===== src/rtl/sort_pkg.sv =====
// Shared state encoding, sort-direction constants and the swap decision used by
// the bubble-sort engine.
package sort_pkg;

    typedef enum logic [2:0] {
        S_IDLE,
        S_LOAD0,
        S_LOAD1,
        S_CMP,
        S_WR0,
        S_WR1,
        S_NEXT,
        S_DONE
    } sort_state_e;

    localparam logic MODE_ASC  = 1'b0;
    localparam logic MODE_DESC = 1'b1;

    // Operands arrive already sign- or zero-extended to CMP_W bits, so a single
    // signed compare serves both signedness choices for any DW up to 64.
    localparam int CMP_W = 65;

    // Swaps only on strict inequality, which keeps equal elements in order.
    function automatic logic swap_needed(input logic signed [CMP_W-1:0] cur,
                                         input logic signed [CMP_W-1:0] nxt,
                                         input logic                    desc);
        if (desc == MODE_DESC) begin
            return nxt > cur;
        end
        return nxt < cur;
    endfunction

endpackage


===== src/rtl/sort_cmp.sv =====
// Combinational swap decision for one adjacent pair: a is the element already
// held (lower address), b is the element just read (higher address).
module sort_cmp
    import sort_pkg::*;
#(
    parameter int DW     = 32,
    parameter int SIGNED = 0
) (
    input  logic [DW-1:0] a,
    input  logic [DW-1:0] b,
    input  logic          desc,
    output logic          swap
);

    localparam int EXT = CMP_W - DW;

    logic                    ext_a;
    logic                    ext_b;
    logic signed [CMP_W-1:0] a_ext;
    logic signed [CMP_W-1:0] b_ext;

    always_comb begin
        ext_a = (SIGNED != 0) ? a[DW-1] : 1'b0;
        ext_b = (SIGNED != 0) ? b[DW-1] : 1'b0;
        a_ext = {{EXT{ext_a}}, a};
        b_ext = {{EXT{ext_b}}, b};
        swap  = swap_needed(a_ext, b_ext, desc);
    end

endmodule


===== src/rtl/mem_sort_engine.sv =====
// In-place bubble-sort accelerator over a single-port word memory, with runtime
// direction, early exit on a swap-free pass, and swap/pass statistics.
module mem_sort_engine
    import sort_pkg::*;
#(
    parameter int DW     = 32,
    parameter int AW     = 10,
    parameter int LW     = 6,
    parameter int SIGNED = 0
) (
    input  logic            clk1,
    input  logic            rst,
    input  logic            start,
    input  logic [AW-1:0]   base,
    input  logic [LW-1:0]   len,
    input  logic            desc,
    output logic [AW-1:0]   mem_addr,
    output logic            mem_rd_en,
    input  logic [DW-1:0]   mem_rdata,
    output logic            mem_wr_en,
    output logic [DW-1:0]   mem_wdata,
    output logic            busy,
    output logic            done,
    output logic [2*LW-1:0] swap_cnt,
    output logic [LW-1:0]   pass_cnt
);

    sort_state_e     state_q, state_d;
    logic [AW-1:0]   base_q, base_d;
    logic [LW-1:0]   len_q, len_d;
    logic            desc_q, desc_d;
    logic [LW-1:0]   j_q, j_d;
    logic [LW-1:0]   p_q, p_d;
    logic            swapped_q, swapped_d;
    logic [DW-1:0]   cur_q, cur_d;
    logic [DW-1:0]   nxt_q, nxt_d;
    logic [2*LW-1:0] swap_cnt_q, swap_cnt_d;
    logic [LW-1:0]   pass_cnt_q, pass_cnt_d;

    logic [LW-1:0]   lim;
    logic [LW-1:0]   j_inc;
    logic [AW-1:0]   addr_j;
    logic [AW-1:0]   addr_j1;
    logic            swap_hit;

    sort_cmp #(
        .DW     (DW),
        .SIGNED (SIGNED)
    ) u_cmp (
        .a    (cur_q),
        .b    (mem_rdata),
        .desc (desc_q),
        .swap (swap_hit)
    );

    // Each pass shortens by one because the largest remaining element settles at the end.
    assign lim     = len_q - LW'(1) - p_q;
    assign j_inc   = j_q + LW'(1);
    assign addr_j  = base_q + AW'(j_q);
    assign addr_j1 = addr_j + AW'(1);

    always_ff @(posedge clk1) begin
        if (rst) begin
            state_q    <= S_IDLE;
            base_q     <= '0;
            len_q      <= '0;
            desc_q     <= MODE_ASC;
            j_q        <= '0;
            p_q        <= '0;
            swapped_q  <= 1'b0;
            cur_q      <= '0;
            nxt_q      <= '0;
            swap_cnt_q <= '0;
            pass_cnt_q <= '0;
        end else begin
            state_q    <= state_d;
            base_q     <= base_d;
            len_q      <= len_d;
            desc_q     <= desc_d;
            j_q        <= j_d;
            p_q        <= p_d;
            swapped_q  <= swapped_d;
            cur_q      <= cur_d;
            nxt_q      <= nxt_d;
            swap_cnt_q <= swap_cnt_d;
            pass_cnt_q <= pass_cnt_d;
        end
    end

    always_comb begin
        state_d    = state_q;
        base_d     = base_q;
        len_d      = len_q;
        desc_d     = desc_q;
        j_d        = j_q;
        p_d        = p_q;
        swapped_d  = swapped_q;
        cur_d      = cur_q;
        nxt_d      = nxt_q;
        swap_cnt_d = swap_cnt_q;
        pass_cnt_d = pass_cnt_q;
        mem_addr   = '0;
        mem_rd_en  = 1'b0;
        mem_wr_en  = 1'b0;
        mem_wdata  = '0;

        case (state_q)
            S_IDLE: begin
                if (start) begin
                    base_d     = base;
                    len_d      = len;
                    desc_d     = desc;
                    swap_cnt_d = '0;
                    pass_cnt_d = '0;
                    p_d        = '0;
                    j_d        = '0;
                    swapped_d  = 1'b0;
                    state_d    = (len[LW-1:1] == '0) ? S_DONE : S_LOAD0;
                end
            end
            S_LOAD0: begin
                mem_rd_en = 1'b1;
                mem_addr  = base_q;
                state_d   = S_LOAD1;
            end
            S_LOAD1: begin
                mem_rd_en = 1'b1;
                mem_addr  = addr_j1;
                if (j_q == '0) begin
                    cur_d = mem_rdata;
                end
                state_d = S_CMP;
            end
            S_CMP: begin
                nxt_d = mem_rdata;
                if (swap_hit) begin
                    swapped_d  = 1'b1;
                    swap_cnt_d = (swap_cnt_q == '1) ? swap_cnt_q : swap_cnt_q + 1'b1;
                    state_d    = S_WR0;
                end else begin
                    cur_d   = mem_rdata;
                    j_d     = j_inc;
                    state_d = (j_inc == lim) ? S_NEXT : S_LOAD1;
                end
            end
            S_WR0: begin
                mem_wr_en = 1'b1;
                mem_addr  = addr_j;
                mem_wdata = nxt_q;
                state_d   = S_WR1;
            end
            S_WR1: begin
                // cur keeps the larger (or smaller) element, which bubbles on without a re-read.
                mem_wr_en = 1'b1;
                mem_addr  = addr_j1;
                mem_wdata = cur_q;
                j_d       = j_inc;
                state_d   = (j_inc == lim) ? S_NEXT : S_LOAD1;
            end
            S_NEXT: begin
                pass_cnt_d = (pass_cnt_q == '1) ? pass_cnt_q : pass_cnt_q + 1'b1;
                if (!swapped_q || lim == LW'(1)) begin
                    state_d = S_DONE;
                end else begin
                    p_d       = p_q + 1'b1;
                    j_d       = '0;
                    swapped_d = 1'b0;
                    state_d   = S_LOAD0;
                end
            end
            S_DONE: begin
                state_d = S_IDLE;
            end
            default: begin
                state_d = S_IDLE;
            end
        endcase
    end

    assign busy     = (state_q != S_IDLE) && (state_q != S_DONE);
    assign done     = (state_q == S_DONE);
    assign swap_cnt = swap_cnt_q;
    assign pass_cnt = pass_cnt_q;

endmodule


===== config.mk =====
export PLATFORM = sky130hd
export DESIGN_NAME = mem_sort_engine
export DESIGN_NICKNAME = d
export VERILOG_FILES = /design/src/rtl/sort_pkg.sv /design/src/rtl/sort_cmp.sv /design/src/rtl/mem_sort_engine.sv
export SDC_FILE = /design/constraint.sdc
export NUM_CORES = 1
export LEC_CHECK = 0
export CORE_MARGIN = 5
export CORE_UTILIZATION = 50
export CTS_CLUSTER_SIZE = 14
export DETAILED_ROUTE_END_ITERATION = 10
export GPL_ROUTABILITY_DRIVEN = 0
export PLACE_DENSITY = 0.75
export SETUP_SLACK_MARGIN = 0.2
export SYNTH_ARGS = -nofsm -noshare
export SYNTH_HDL_FRONTEND = slang
export SYNTH_SLANG_ARGS = --single-unit
export TNS_END_PERCENT = 10

===== constraint.sdc =====
create_clock -name clk1 -period 7.6 [get_ports clk1]
set_input_delay 1.14 -clock clk1 [delete_from_list [all_inputs] [get_ports clk1]]
set_output_delay 1.14 -clock clk1 [all_outputs]
set_load 0.02 [all_outputs]

==> results of run 1 <==
## area by class of cell
type                    instances  area, sq um
fillers                      1238         4946
multi-input cells             683         4419
well taps                     180        225.2
clock inverters                12        155.1
repair buffers                123         1206
inverters                      62        232.7
clock buffers                  20        446.7
flip-flops and latches        115         2303
## synthesized netlist by cell type, drive strengths merged, types with 8 or more instances
| cell type | count | share of area [%] |
|---|---|---|
| o21ai | 26 | 1.8 |
| nand2 | 137 | 7.2 |
| xor2 | 9 | 1.1 |
| or3 | 12 | 1.1 |
| nor3 | 20 | 1.4 |
| nor2 | 96 | 5.1 |
| dfxtp | 115 | 32 |
| clkbuf | 33 | 1.7 |
| o21a | 8 | 1.1 |
| inv | 60 | 3.2 |
| nand3 | 13 | 0.91 |
| o22ai | 10 | 0.97 |
| a21o | 8 | 0.84 |
| ha | 49 | 8.6 |
| buf | 9 | 0.58 |
| nand4 | 15 | 1.3 |
| mux2i | 66 | 9.3 |
| xnor2 | 23 | 2.8 |
| a21oi | 87 | 6.1 |
## how the worst max path moves through the flow
| stage | start | to | cells past startpoint |
|---|---|---|---|
| after detailed placement | j_q[0]$_SDFFE_PP0P_ | mem_addr[9] | 10 |
| after floorplan | j_q[0]$_SDFFE_PP0P_ | mem_addr[9] | 9 |
| after global routing | j_q[0]$_SDFFE_PP0P_ | mem_addr[9] | 10 |
| after global placement | j_q[0]$_SDFFE_PP0P_ | mem_addr[9] | 10 |
| final | j_q[0]$_SDFFE_PP0P_ | mem_addr[9] | 10 |
| after CTS | j_q[0]$_SDFFE_PP0P_ | mem_addr[9] | 10 |
## state kept, by name, indices dropped and copies added (netlist names)
signal	cells
cur_q	32
nxt_q	32
swap_cnt	12
base_q	10
j_q	6
len_q	6
p_q	6
pass_cnt	6
state_q	3
desc_q	1
swapped_q	1
## layer usage
metal / vias up / wire length (um)
met3: 29 / 1114
li1: 3356 / -
met2: 156 / 8938
met4: 0 / 246
met1: 3132 / 8341
met5: - / 0
## power by group through the flow
stage	logic [mW]	clock network, mW	registers, mW
3_3_place_gp	0.284	0	0.656
5_1_grt	0.319	0.855	0.648
4_1_cts	0.289	0.825	0.645
2_1_floorplan	0.199	0	0.651
6_report	0.289	0.813	0.645
3_5_place_dp	0.287	0	0.657
## layout by cell type, fill, tap and decap left out, drive strengths merged, types with 9 or more instances in the layout
cell	instances
a21oi	87
buf	9
o22ai	10
nor2	96
dfxtp	115
xor2	9
xnor2	23
mux2i	66
clkdlybuf4s50	114
o21ai	26
clkbuf	20
inv	61
nand4	15
nand3	13
or3	12
ha	49
nor3	20
nand2	137
## metrics by stage
| step | area (sq um) | instances | hold WS (ns) |
|---|---|---|---|
| after floorplan | 7114 | 902 | 0.4357 |
| after global placement | 8387 | 1163 | 0.4411 |
| after detailed placement | 8387 | 1163 | 0.4460 |
| after CTS | 8989 | 1195 | 0.4536 |
| after global routing | 8989 | 1195 | 0.4795 |
| final | 8989 | 1195 | 0.4517 |
## cells by family after synthesis
| group | after synthesis |
|---|---|
| flops | 115 |
| compound gates | 193 |
| simple gates | 340 |
| buf+inv | 104 |
| mux | 67 |
| xor+xnor | 32 |
| fa+ha+maj | 51 |
## worst max-delay path: stages, from the launching register on
cell,delay (ns)
dfxtp_1,0.43
ha_1,0.21
inv_1,0.05
fa_1,0.45
xnor2_1,0.47
nand3_1,0.22
or4b_4,0.62
or4b_1,0.55
o211a_1,0.13
o22ai_2,0.13
clkdlybuf4s50_1,0.64
==> metrics.txt, run 1 <==
# TYPE chip_impl_metric gauge
chip_impl_info{name="gr-max-usage-layer",value="met2"} 1
chip_impl_metric{name="route.detailed.wl_per_inst",unit="um"} 15.60
chip_impl_metric{name="whs_path_depth",unit=""} 2
chip_impl_info{name="cts_tree",value="done"} 1
chip_impl_metric{name="grt.total_usage",unit="%"} 22.38
chip_impl_metric{name="yosys.area_share.xor_xnor",unit="%"} 3.940
chip_impl_metric{name="fp.dieW",unit="um"} 129.3
chip_impl_metric{name="drt-pass1-iter-count",unit=""} 5
chip_impl_metric{name="grt_first_pass_wirelength",unit="um"} 30480
chip_impl_metric{name="tritoncts.num_buffers",unit=""} 17
chip_impl_metric{name="setup_slack_of_the_most_critical_reg_to_reg_path",unit="ns"} 3.84
chip_impl_metric{name="remaining_global_route_overflow",unit=""} 0
chip_impl_metric{name="power.switching_fraction",unit="%"} 27.10
chip_impl_metric{name="fraction_of_layout_instances_using_a_drive_strength_above_1",unit="%"} 5.419
chip_impl_metric{name="preCtsSetupSlack",unit="ns"} 2.644
chip_impl_metric{name="power.clock.fraction",unit="%"} 46.5
chip_impl_metric{name="synth_adder_area_share",unit="%"} 9.180
chip_impl_metric{name="p_leak",unit="nW"} 3.360
chip_impl_info{name="worstReg2RegStart",value="state_q[0]$_SDFFE_PP0N_"} 1
chip_impl_metric{name="io_buffers",unit=""} 115
chip_impl_metric{name="cts.sinks",unit=""} 115
chip_impl_metric{name="area_growth_syn_to_layout",unit="%"} 26.35
chip_impl_metric{name="vias",unit=""} 6673
chip_impl_metric{name="power.ir.vdd_worst",unit="uV"} 148.9
chip_impl_metric{name="intPower",unit="mW"} 1.274
chip_impl_info{name="unrepaired_setup_endpoints_after_global_routing",value="false"} 1
chip_impl_metric{name="layout_setup_ws",unit="ns"} 2.145
chip_impl_metric{name="hold_buffers",unit=""} 0
chip_impl_info{name="status",value="completed"} 1
chip_impl_metric{name="die_h",unit="um"} 129.3
chip_impl_metric{name="max_clock_freq",unit="MHz"} 183.3
chip_impl_metric{name="viasPerCell",unit=""} 5.584
chip_impl_metric{name="max-cap-violations",unit=""} 0
chip_impl_metric{name="finish.utilization",unit="%"} 64.51
chip_impl_metric{name="synth-edff-count",unit=""} 0
chip_impl_metric{name="gate_power_share",unit="%"} 16.6
chip_impl_metric{name="postSynthAreaPerCell",unit="sq um"} 7.887
chip_impl_metric{name="arrival_time_reported_for_the_critical_path_endpoint",unit="ns"} 4.31
chip_impl_metric{name="ys_warn_count",unit=""} 0
chip_impl_metric{name="number_of_standard_cells_after_synthesis",unit=""} 902
chip_impl_info{name="largest_family_of_logic_cells_by_synthesized_area",value="simple AND/OR/NAND/NOR gates"} 1
chip_impl_metric{name="worstPathMaxFanout",unit=""} 7
chip_impl_metric{name="gr-usage-met1",unit="%"} 28.16
chip_impl_metric{name="yosys.area_share.simple",unit="%"} 21.88
chip_impl_info{name="cp-start-kind",value="register"} 1
chip_impl_metric{name="io_pins",unit=""} 116
chip_impl_metric{name="clk_path_buf_depth",unit=""} 2
chip_impl_metric{name="hold_violations",unit=""} 0
chip_impl_metric{name="total_design_power",unit="mW"} 1.747
chip_impl_metric{name="switching_power",unit="mW"} 0.4735
chip_impl_metric{name="synth_compound_area_share",unit="%"} 17.60
chip_impl_metric{name="ys_seq_area_share",unit="%"} 32.36
chip_impl_metric{name="detail_route.drc_violations",unit=""} 0
chip_impl_info{name="worst_r2r_endpoint",value="swap_cnt[9]$_SDFFE_PP0P_"} 1
chip_impl_metric{name="maxSlewHeadroom",unit="%"} 34.14
chip_impl_metric{name="met3_usage",unit="%"} 6.059
chip_impl_info{name="timing.hold.worst.start",value="nxt_q[27]$_SDFFE_PP0P_"} 1
chip_impl_metric{name="net_count_reported_at_finish",unit=""} 1105
chip_impl_metric{name="cellPowerDensity",unit="nW/um^2"} 194.4
chip_impl_metric{name="power.share.sequential",unit="%"} 36.9
chip_impl_metric{name="core.rowCount",unit=""} 43
chip_impl_metric{name="postCtsSetupRepairBufs",unit=""} 0
chip_impl_info{name="cp-end-kind",value="primary output"} 1
chip_impl_metric{name="synth_unique_cells",unit=""} 72
chip_impl_metric{name="post_cts.resized_instances",unit=""} 0
chip_impl_metric{name="finalMaxSlewViolations",unit=""} 0
chip_impl_metric{name="grtUsageMet2",unit="%"} 38.29
chip_impl_info{name="timing.hold.worst_endpoint",value="nxt_q[27]$_SDFFE_PP0P_"} 1
chip_impl_metric{name="totalWireLength",unit="um"} 18640
chip_impl_metric{name="antennaDiodeCount",unit=""} 0
chip_impl_metric{name="async_flop_share",unit="%"} 0
chip_impl_info{name="min_path_type",value="register to register"} 1
chip_impl_metric{name="die_area",unit="sq um"} 16710
chip_impl_metric{name="finalCritPeriodShare",unit="%"} 71.77
chip_impl_metric{name="cts.htree.levels",unit=""} 4
chip_impl_info{name="synth_ff_type",value="dfxtp_1"} 1
chip_impl_metric{name="ys_seq_elements",unit=""} 115
chip_impl_metric{name="netlist_area",unit="sq um"} 7114
chip_impl_metric{name="grt_start_max_net_pins",unit=""} 89
chip_impl_metric{name="dr.first_iter.drc_count",unit=""} 372
chip_impl_metric{name="worstMarginPinSlew",unit="ns"} 0.9878
chip_impl_metric{name="period_needed",unit="ns"} 5.455
chip_impl_metric{name="timing.setup.tns",unit="ns"} 0
chip_impl_info{name="criticalPathCategory",value="register to primary output"} 1
chip_impl_metric{name="synth.net_count",unit=""} 1005
chip_impl_metric{name="number_of_global_route_vias_before_repair",unit=""} 6469
chip_impl_metric{name="setup_violations",unit=""} 0
chip_impl_metric{name="data_required_time_of_the_critical_path",unit="ns"} 6.46
chip_impl_metric{name="grt_antenna_before_repair",unit=""} 0
chip_impl_metric{name="ant_nets",unit=""} 0
chip_impl_metric{name="clock_insertion_delay_worst_skew",unit="ns"} 0.41
chip_impl_metric{name="r2r.worst_path.cells",unit=""} 10
chip_impl_metric{name="fp.coreArea",unit="sq um"} 13930
chip_impl_metric{name="hpwlAfterDp",unit="um"} 12730
chip_impl_metric{name="initial_core_util",unit="%"} 51.06
chip_impl_metric{name="muxShareOfSynthArea",unit="%"} 9.444
chip_impl_info{name="cts_root_buf",value="clkbuf_16"} 1
chip_impl_metric{name="worst_clock_skew",unit="ns"} 0.009484
chip_impl_metric{name="clk_pin_slew_worst_paths",unit="ns"} 0.05
Note: power is estimated with default switching activity, not from simulation.
==> run 2: changes to the inputs <==
Settings changed: CORE_UTILIZATION 50 to 49, PLACE_DENSITY 0.75 to 0.77.
Clock period 7.6 ns to 4.51 ns, I/O delays scaled along.
==> metrics.txt, run 2 (synthesized netlist as in run 1, its figures left out) <==
# TYPE chip_impl_metric gauge
chip_impl_info{name="final_common_cell",value="nand2_1"} 1
chip_impl_metric{name="die_area",unit="sq um"} 17030
chip_impl_metric{name="arrival_time_reported_for_the_critical_path_endpoint",unit="ns"} 3.65
chip_impl_metric{name="ant_nets",unit=""} 0
chip_impl_metric{name="die_h",unit="um"} 130.5
chip_impl_metric{name="io_pins",unit=""} 116
chip_impl_info{name="cp-start-kind",value="register"} 1
chip_impl_metric{name="timing.setup.tns",unit="ns"} 0
chip_impl_metric{name="clk_path_buf_depth",unit=""} 2
chip_impl_metric{name="finalMaxSlewViolations",unit=""} 0
chip_impl_metric{name="dr.first_iter.drc_count",unit=""} 378
chip_impl_metric{name="preCtsSetupSlack",unit="ns"} 0.2499
chip_impl_info{name="min_path_type",value="register to register"} 1
chip_impl_metric{name="grt.total_usage",unit="%"} 22.14
chip_impl_metric{name="clock_insertion_delay_worst_skew",unit="ns"} 0.41
chip_impl_metric{name="core.rowCount",unit=""} 44
chip_impl_metric{name="grt_antenna_before_repair",unit=""} 0
chip_impl_metric{name="setup_violations",unit=""} 0
chip_impl_metric{name="worstPathMaxFanout",unit=""} 5
chip_impl_metric{name="cts.sinks",unit=""} 115
chip_impl_info{name="cp-end-kind",value="primary output"} 1
chip_impl_info{name="criticalPathCategory",value="register to primary output"} 1
chip_impl_metric{name="maxSlewHeadroom",unit="%"} 35.45
chip_impl_metric{name="data_required_time_of_the_critical_path",unit="ns"} 3.83
chip_impl_metric{name="layout_setup_ws",unit="ns"} 0.1791
chip_impl_metric{name="finish.utilization",unit="%"} 63.58
chip_impl_metric{name="io_buffers",unit=""} 115
chip_impl_metric{name="finalCritPeriodShare",unit="%"} 96.03
chip_impl_metric{name="hpwlAfterDp",unit="um"} 12660
chip_impl_metric{name="worst_clock_skew",unit="ns"} 0.006372
chip_impl_info{name="cts_tree",value="done"} 1
chip_impl_metric{name="p_leak",unit="nW"} 3.473
chip_impl_metric{name="vias",unit=""} 6722
chip_impl_metric{name="worstMarginPinSlew",unit="ns"} 0.9682
chip_impl_metric{name="drt-pass1-iter-count",unit=""} 5
chip_impl_metric{name="hold_violations",unit=""} 0
chip_impl_metric{name="period_needed",unit="ns"} 4.331
chip_impl_metric{name="detail_route.drc_violations",unit=""} 0
chip_impl_metric{name="route.detailed.wl_per_inst",unit="um"} 15.36
chip_impl_metric{name="number_of_global_route_vias_before_repair",unit=""} 6569
chip_impl_metric{name="power.ir.vdd_worst",unit="uV"} 245.2
chip_impl_metric{name="net_count_reported_at_finish",unit=""} 1115
chip_impl_metric{name="max_clock_freq",unit="MHz"} 230.9
chip_impl_metric{name="remaining_global_route_overflow",unit=""} 0
chip_impl_metric{name="fp.coreArea",unit="sq um"} 14370
chip_impl_metric{name="grt_first_pass_wirelength",unit="um"} 30620
chip_impl_metric{name="antennaDiodeCount",unit=""} 0
chip_impl_metric{name="max-cap-violations",unit=""} 0
chip_impl_info{name="cts_root_buf",value="clkbuf_16"} 1
chip_impl_metric{name="totalWireLength",unit="um"} 18570
chip_impl_metric{name="fp.dieW",unit="um"} 130.5
chip_impl_metric{name="initial_core_util",unit="%"} 49.51
chip_impl_metric{name="tritoncts.num_buffers",unit=""} 17
chip_impl_metric{name="cellPowerDensity",unit="nW/um^2"} 329.0
chip_impl_metric{name="area_growth_syn_to_layout",unit="%"} 28.40
chip_impl_metric{name="cts.htree.levels",unit=""} 4
chip_impl_info{name="unrepaired_setup_endpoints_after_global_routing",value="true"} 1
chip_impl_metric{name="clk_pin_slew_worst_paths",unit="ns"} 0.06
chip_impl_info{name="status",value="completed"} 1
chip_impl_metric{name="viasPerCell",unit=""} 5.560
chip_impl_metric{name="fraction_of_layout_instances_using_a_drive_strength_above_1",unit="%"} 7.024
chip_impl_metric{name="fillers",unit=""} 1263
chip_impl_metric{name="grt_start_max_net_pins",unit=""} 89
chip_impl_info{name="final_cell_mix",value="nand2_1 (137), dfxtp_1 (114), clkdlybuf4s50_1 (111)"} 1
run 2: cell count changes in the layout (fill, tap and decap cells not counted), sizes merged:
cell / delta
clkbuf: -1
dlymetal6s2s: +1
dlygate4sd2: +1
buf: +10
bufinv: +1
clkdlybuf4s50: -3
clkinv: +2
inv: -1
run 2: path summary, 6_finish.rpt:
kind | startpoint | end | slack, ns | depth (start not counted)
setup reg to reg | cur_q[13]$_SDFFE_PP0P_ | j_q[0]$_SDFFE_PP0P_ | 1.51 | 10
hold reg to reg | nxt_q[10]$_SDFFE_PP0P_ | nxt_q[10]$_SDFFE_PP0P_ | 0.45 | 2
setup / recovery | base_q[0]$_SDFFE_PP0P_ | mem_addr[9] | 0.18 | 12
hold / removal | nxt_q[10]$_SDFFE_PP0P_ | nxt_q[10]$_SDFFE_PP0P_ | 0.45 | 2
run 2: where the power goes:
part	switching (mW)	internal (mW)
Clock	0.487	0.934
Combinational	0.285	0.219
Sequential	0.0277	1.05
Total	0.799	2.21
run 2: area by class of cell:
class | count | area [sq um] | share of cell area, %
Inverter | 62 | 232.7 | 2.548
Sequential cell | 115 | 2303 | 25.22
Timing Repair Buffer | 133 | 1290 | 14.12
Clock buffer | 18 | 439.2 | 4.808
Tap cell | 184 | 230.2 | 2.520
Clock inverter | 14 | 186.4 | 2.041
Multi-Input combinational cell | 683 | 4453 | 48.75
run 2: through the flow:
step | instances | area [sq um] | power [mW] | hold slack (ns)
4_1_cts | 1207 | 9089 | 3.023 | 0.4533
3_5_place_dp | 1175 | 8464 | 1.601 | 0.4456
6_report | 1209 | 9135 | 3.005 | 0.4516
3_3_place_gp | 1175 | 8464 | 1.593 | 0.4406
2_1_floorplan | 902 | 7114 | 1.432 | 0.4357
5_1_grt | 1209 | 9135 | 3.139 | 0.4674
run 2: critical path, stage by stage (launching register included):
cell and delay, ns:
dfxtp_1 0.35, ha_1 0.18, inv_1 0.06, fa_1 0.43, nor2b_4 0.13, o21a_4 0.15
nor3_1 0.06, nand3b_1 0.30, or4b_4 0.59, or4b_1 0.54, o211a_1 0.13, o22ai_2 0.13
clkbuf_2 0.20
run 2: per-layer routing:
| metal | share of wire, % | GRT usage, % | wire [um] | vias up |
|---|---|---|---|---|
| met5 | 0 | 0 | 0 | - |
| met2 | 47 | 37.23 | 8804 | 207 |
| met4 | 1.7 | 7.199 | 323 | 0 |
| li1 | - | - | - | 3378 |
| met3 | 5.9 | 4.390 | 1102 | 25 |
| met1 | 45 | 28.58 | 8336 | 3112 |
run 2: timing repair:
item	4_1_cts	5_1_grt
gates cloned	0	0
resized for setup	3	9
hold buffers	0	0
buffers inserted	0	2
endpoints found under the setup margin	3	4
==> run 3: changes to the inputs <==
Settings changed: ABC_AREA set to 1, GPL_ROUTABILITY_DRIVEN 0 to 1.
==> metrics.txt, run 3 <==
# TYPE chip_impl_metric gauge
chip_impl_info{name="status",value="completed"} 1
chip_impl_info{name="timing.critical_path.slowest_stage_cell",value="clkdlybuf4s50_1"} 1
chip_impl_metric{name="maxSlewHeadroom",unit="%"} 37.31
chip_impl_metric{name="arrival_time_reported_for_the_critical_path_endpoint",unit="ns"} 3.34
chip_impl_metric{name="p_leak",unit="nW"} 3.454
chip_impl_metric{name="number_of_global_route_vias_before_repair",unit=""} 6601
chip_impl_metric{name="hold_violations",unit=""} 0
chip_impl_info{name="critical_path.cell_chain",value="ha_1 > inv_1 > fa_1 > inv_1 > ha_1 > inv_1 > nor2_1 > nand2_1 > nor2_1 > nand2_1 > nor2_1 > nand2_1 > nand2_1 > nand3_1 > nand3_1 > clkdlybuf4s50_1"} 1
chip_impl_metric{name="synth_unique_cells",unit=""} 40
chip_impl_info{name="cp-start-kind",value="register"} 1
chip_impl_metric{name="data_required_time_of_the_critical_path",unit="ns"} 3.83
chip_impl_metric{name="viasPerCell",unit=""} 5.315
chip_impl_metric{name="dr.first_iter.drc_count",unit=""} 560
chip_impl_metric{name="finalMaxSlewViolations",unit=""} 0
chip_impl_metric{name="cts.htree.levels",unit=""} 4
chip_impl_metric{name="cts.sinks",unit=""} 115
chip_impl_metric{name="io_pins",unit=""} 116
chip_impl_info{name="ys_top_cells_by_area",value="dfxtp_1 (33%), nand2_1 (12%), ha_1 (8.9%), a21oi_1 (7.2%), nor2_1 (6.8%)"} 1
chip_impl_metric{name="core.rowCount",unit=""} 43
chip_impl_metric{name="detail_route.drc_violations",unit=""} 0
chip_impl_metric{name="timing.critical_path.slowest_cell_delay",unit="ns"} 0.61
chip_impl_metric{name="initial_core_util",unit="%"} 49.91
chip_impl_metric{name="post_cts.resized_instances",unit=""} 0
chip_impl_metric{name="max_clock_freq",unit="MHz"} 248.9
chip_impl_metric{name="ys_warn_count",unit=""} 0
chip_impl_metric{name="gpl.final_weighted_congestion",unit=""} 0.9067
chip_impl_metric{name="cellPowerDensity",unit="nW/um^2"} 330.5
chip_impl_metric{name="ant_nets",unit=""} 0
chip_impl_metric{name="synth.net_count",unit=""} 1122
chip_impl_metric{name="clk_pin_slew_worst_paths",unit="ns"} 0.05
chip_impl_metric{name="ys_seq_area_share",unit="%"} 33.36
chip_impl_info{name="final_cell_mix",value="nand2_1 (220), nor2_1 (124), dfxtp_1 (115)"} 1
chip_impl_metric{name="preCtsSetupSlack",unit="ns"} 0.9607
chip_impl_metric{name="netlist.area_leader.share",unit="%"} 33.36
chip_impl_metric{name="worstMarginPinSlew",unit="ns"} 0.9394
chip_impl_info{name="crit_family",value="simple AND/OR/NAND/NOR gates"} 1
chip_impl_metric{name="area_growth_syn_to_layout",unit="%"} 26.60
chip_impl_info{name="synthDominantAreaCellType",value="dfxtp_1"} 1
chip_impl_metric{name="clk_path_buf_depth",unit=""} 2
chip_impl_info{name="cp-end-kind",value="primary output"} 1
chip_impl_metric{name="net_count_reported_at_finish",unit=""} 1225
chip_impl_metric{name="grt_start_max_net_pins",unit=""} 60
chip_impl_info{name="unrepaired_setup_endpoints_after_global_routing",value="false"} 1
chip_impl_metric{name="max-cap-violations",unit=""} 0
chip_impl_metric{name="hpwlAfterDp",unit="um"} 13050
chip_impl_metric{name="setup_violations",unit=""} 0
chip_impl_info{name="cts_root_buf",value="clkbuf_16"} 1
chip_impl_metric{name="worstPathMaxFanout",unit=""} 7
chip_impl_metric{name="clock_insertion_delay_worst_skew",unit="ns"} 0.42
chip_impl_metric{name="ys_seq_elements",unit=""} 115
chip_impl_metric{name="hold_buffers",unit=""} 0
chip_impl_metric{name="postSynthAreaPerCell",unit="sq um"} 6.773
chip_impl_metric{name="finish.utilization",unit="%"} 63.19
chip_impl_metric{name="layout_setup_ws",unit="ns"} 0.4927
chip_impl_metric{name="fp.dieW",unit="um"} 128.7
chip_impl_metric{name="totalWireLength",unit="um"} 18990
chip_impl_info{name="cts_tree",value="done"} 1
chip_impl_metric{name="netlist_area",unit="sq um"} 6902
chip_impl_metric{name="io_buffers",unit=""} 115
chip_impl_metric{name="fp.coreArea",unit="sq um"} 13830
chip_impl_metric{name="vias",unit=""} 6989
chip_impl_info{name="synth_most_common_cell",value="nand2_1"} 1
chip_impl_metric{name="async_flop_share",unit="%"} 0
chip_impl_metric{name="worst_clock_skew",unit="ns"} 0.01035
chip_impl_info{name="most_prevalent_standard_cell_on_the_critical_path",value="nand2_1"} 1
chip_impl_metric{name="route.detailed.wl_per_inst",unit="um"} 14.44
chip_impl_metric{name="remaining_global_route_overflow",unit=""} 0
chip_impl_metric{name="grt.total_usage",unit="%"} 23.46
chip_impl_metric{name="synth-edff-count",unit=""} 0
chip_impl_metric{name="drt-pass1-iter-count",unit=""} 4
chip_impl_metric{name="power.ir.vdd_worst",unit="uV"} 291.5
chip_impl_metric{name="finalCritPeriodShare",unit="%"} 89.08
chip_impl_metric{name="period_needed",unit="ns"} 4.017
chip_impl_info{name="criticalPathCategory",value="register to primary output"} 1
chip_impl_metric{name="die_area",unit="sq um"} 16560
chip_impl_metric{name="timing.setup.tns",unit="ns"} 0
chip_impl_metric{name="critical_path_buf_inv_count",unit=""} 4
chip_impl_info{name="synth_ff_type",value="dfxtp_1"} 1
chip_impl_metric{name="antennaDiodeCount",unit=""} 0
chip_impl_info{name="final_common_cell",value="nand2_1"} 1
chip_impl_metric{name="fraction_of_layout_instances_using_a_drive_strength_above_1",unit="%"} 6.344
chip_impl_info{name="min_path_type",value="register to register"} 1
chip_impl_metric{name="number_of_standard_cells_after_synthesis",unit=""} 1019
chip_impl_info{name="yosys-top-cells-count",value="nand2_1 (220), nor2_1 (125), dfxtp_1 (115)"} 1
chip_impl_metric{name="die_h",unit="um"} 128.7
chip_impl_metric{name="postCtsSetupRepairBufs",unit=""} 0
chip_impl_metric{name="tritoncts.num_buffers",unit=""} 17
chip_impl_metric{name="grt_first_pass_wirelength",unit="um"} 31550
chip_impl_metric{name="grt_antenna_before_repair",unit=""} 0
## run 3: cell count changes in the layout (fill, tap and decap cells not counted), sizes merged, moves of 12 or more
cell / change
nor2: +32
or3: -12
nand3: +68
o21ai: +64
mux2i: -66
a21oi: +15
xnor2: -17
inv: +55
nand2: +92
## run 3: path summary, 6_finish.rpt
| path | startpoint | slack [ns] | endpoint | cells after the start |
|---|---|---|---|---|
| worst min register to register | len_q[4]$_SDFFE_PP0P_ | 0.47 | len_q[4]$_SDFFE_PP0P_ | 2 |
| worst min-delay path | len_q[4]$_SDFFE_PP0P_ | 0.47 | len_q[4]$_SDFFE_PP0P_ | 2 |
| worst max-delay path | j_q[0]$_SDFFE_PP0P_ | 0.49 | mem_addr[8] | 16 |
| worst max register to register | cur_q[5]$_SDFFE_PP0P_ | 1.80 | cur_q[7]$_SDFFE_PP0P_ | 15 |
## run 3: power by group
| part | internal (mW) | switching, mW | leakage [nW] |
|---|---|---|---|
| Combinational | 0.190 | 0.309 | 2.25 |
| Clock | 0.802 | 0.489 | 0.276 |
| Sequential | 1.07 | 0.0306 | 0.933 |
## run 3: worst reg2reg max path, stage by stage (launching register included)
cell and delay (ns):
dfxtp_1 0.34, inv_1 0.06, ha_1 0.29, a21oi_1 0.16, nor2_1 0.06, nor2_1 0.09, nand2_1 0.08, nand2_1 0.06
nand2_1 0.05, nand2_1 0.09, nand2_1 0.07, nand2_2 0.08, nand3_4 0.28, nand2_2 0.63, nand2_1 0.13, a21oi_1 0.16
## run 3: area by class of cell
class	instances	area, sq um
clock buffers	21	470.5
multi-input cells	751	4003
inverters	114	427.9
repair buffers	123	1206
fillers	1230	5090
clock inverters	11	102.6
well taps	180	225.2
flip-flops and latches	115	2302
## run 3: cells by family after synthesis
logic type / share of synthesized area [%]
flip-flops: 33.36
XOR/XNOR: 2.883
buffers and inverters: 8.684
AO/OA/AOI/OAI: 16.08
adder cells (fa/ha/maj): 9.463
AND/OR/NAND/NOR: 29.53
## run 3: metal layers
| metal | vias up | routed length, um | global-route usage, % |
|---|---|---|---|
| met4 | 0 | 355 | 7.659 |
| met3 | 27 | 1054 | 5.521 |
| li1 | 3558 | - | - |
| met5 | - | 0 | 0 |
| met2 | 184 | 9003 | 38.72 |
| met1 | 3220 | 8580 | 30.33 |
## run 3: metrics by stage
step	instance area, sq um	instances	hold slack, ns	power [mW]
global placement	8164	1283	0.4613	1.604
global route	8737	1315	0.4881	3.021
floorplan	6902	1019	0.4377	1.445
CTS	8737	1315	0.4731	2.906
detailed placement	8164	1283	0.4657	1.613
finish	8737	1315	0.4714	2.887
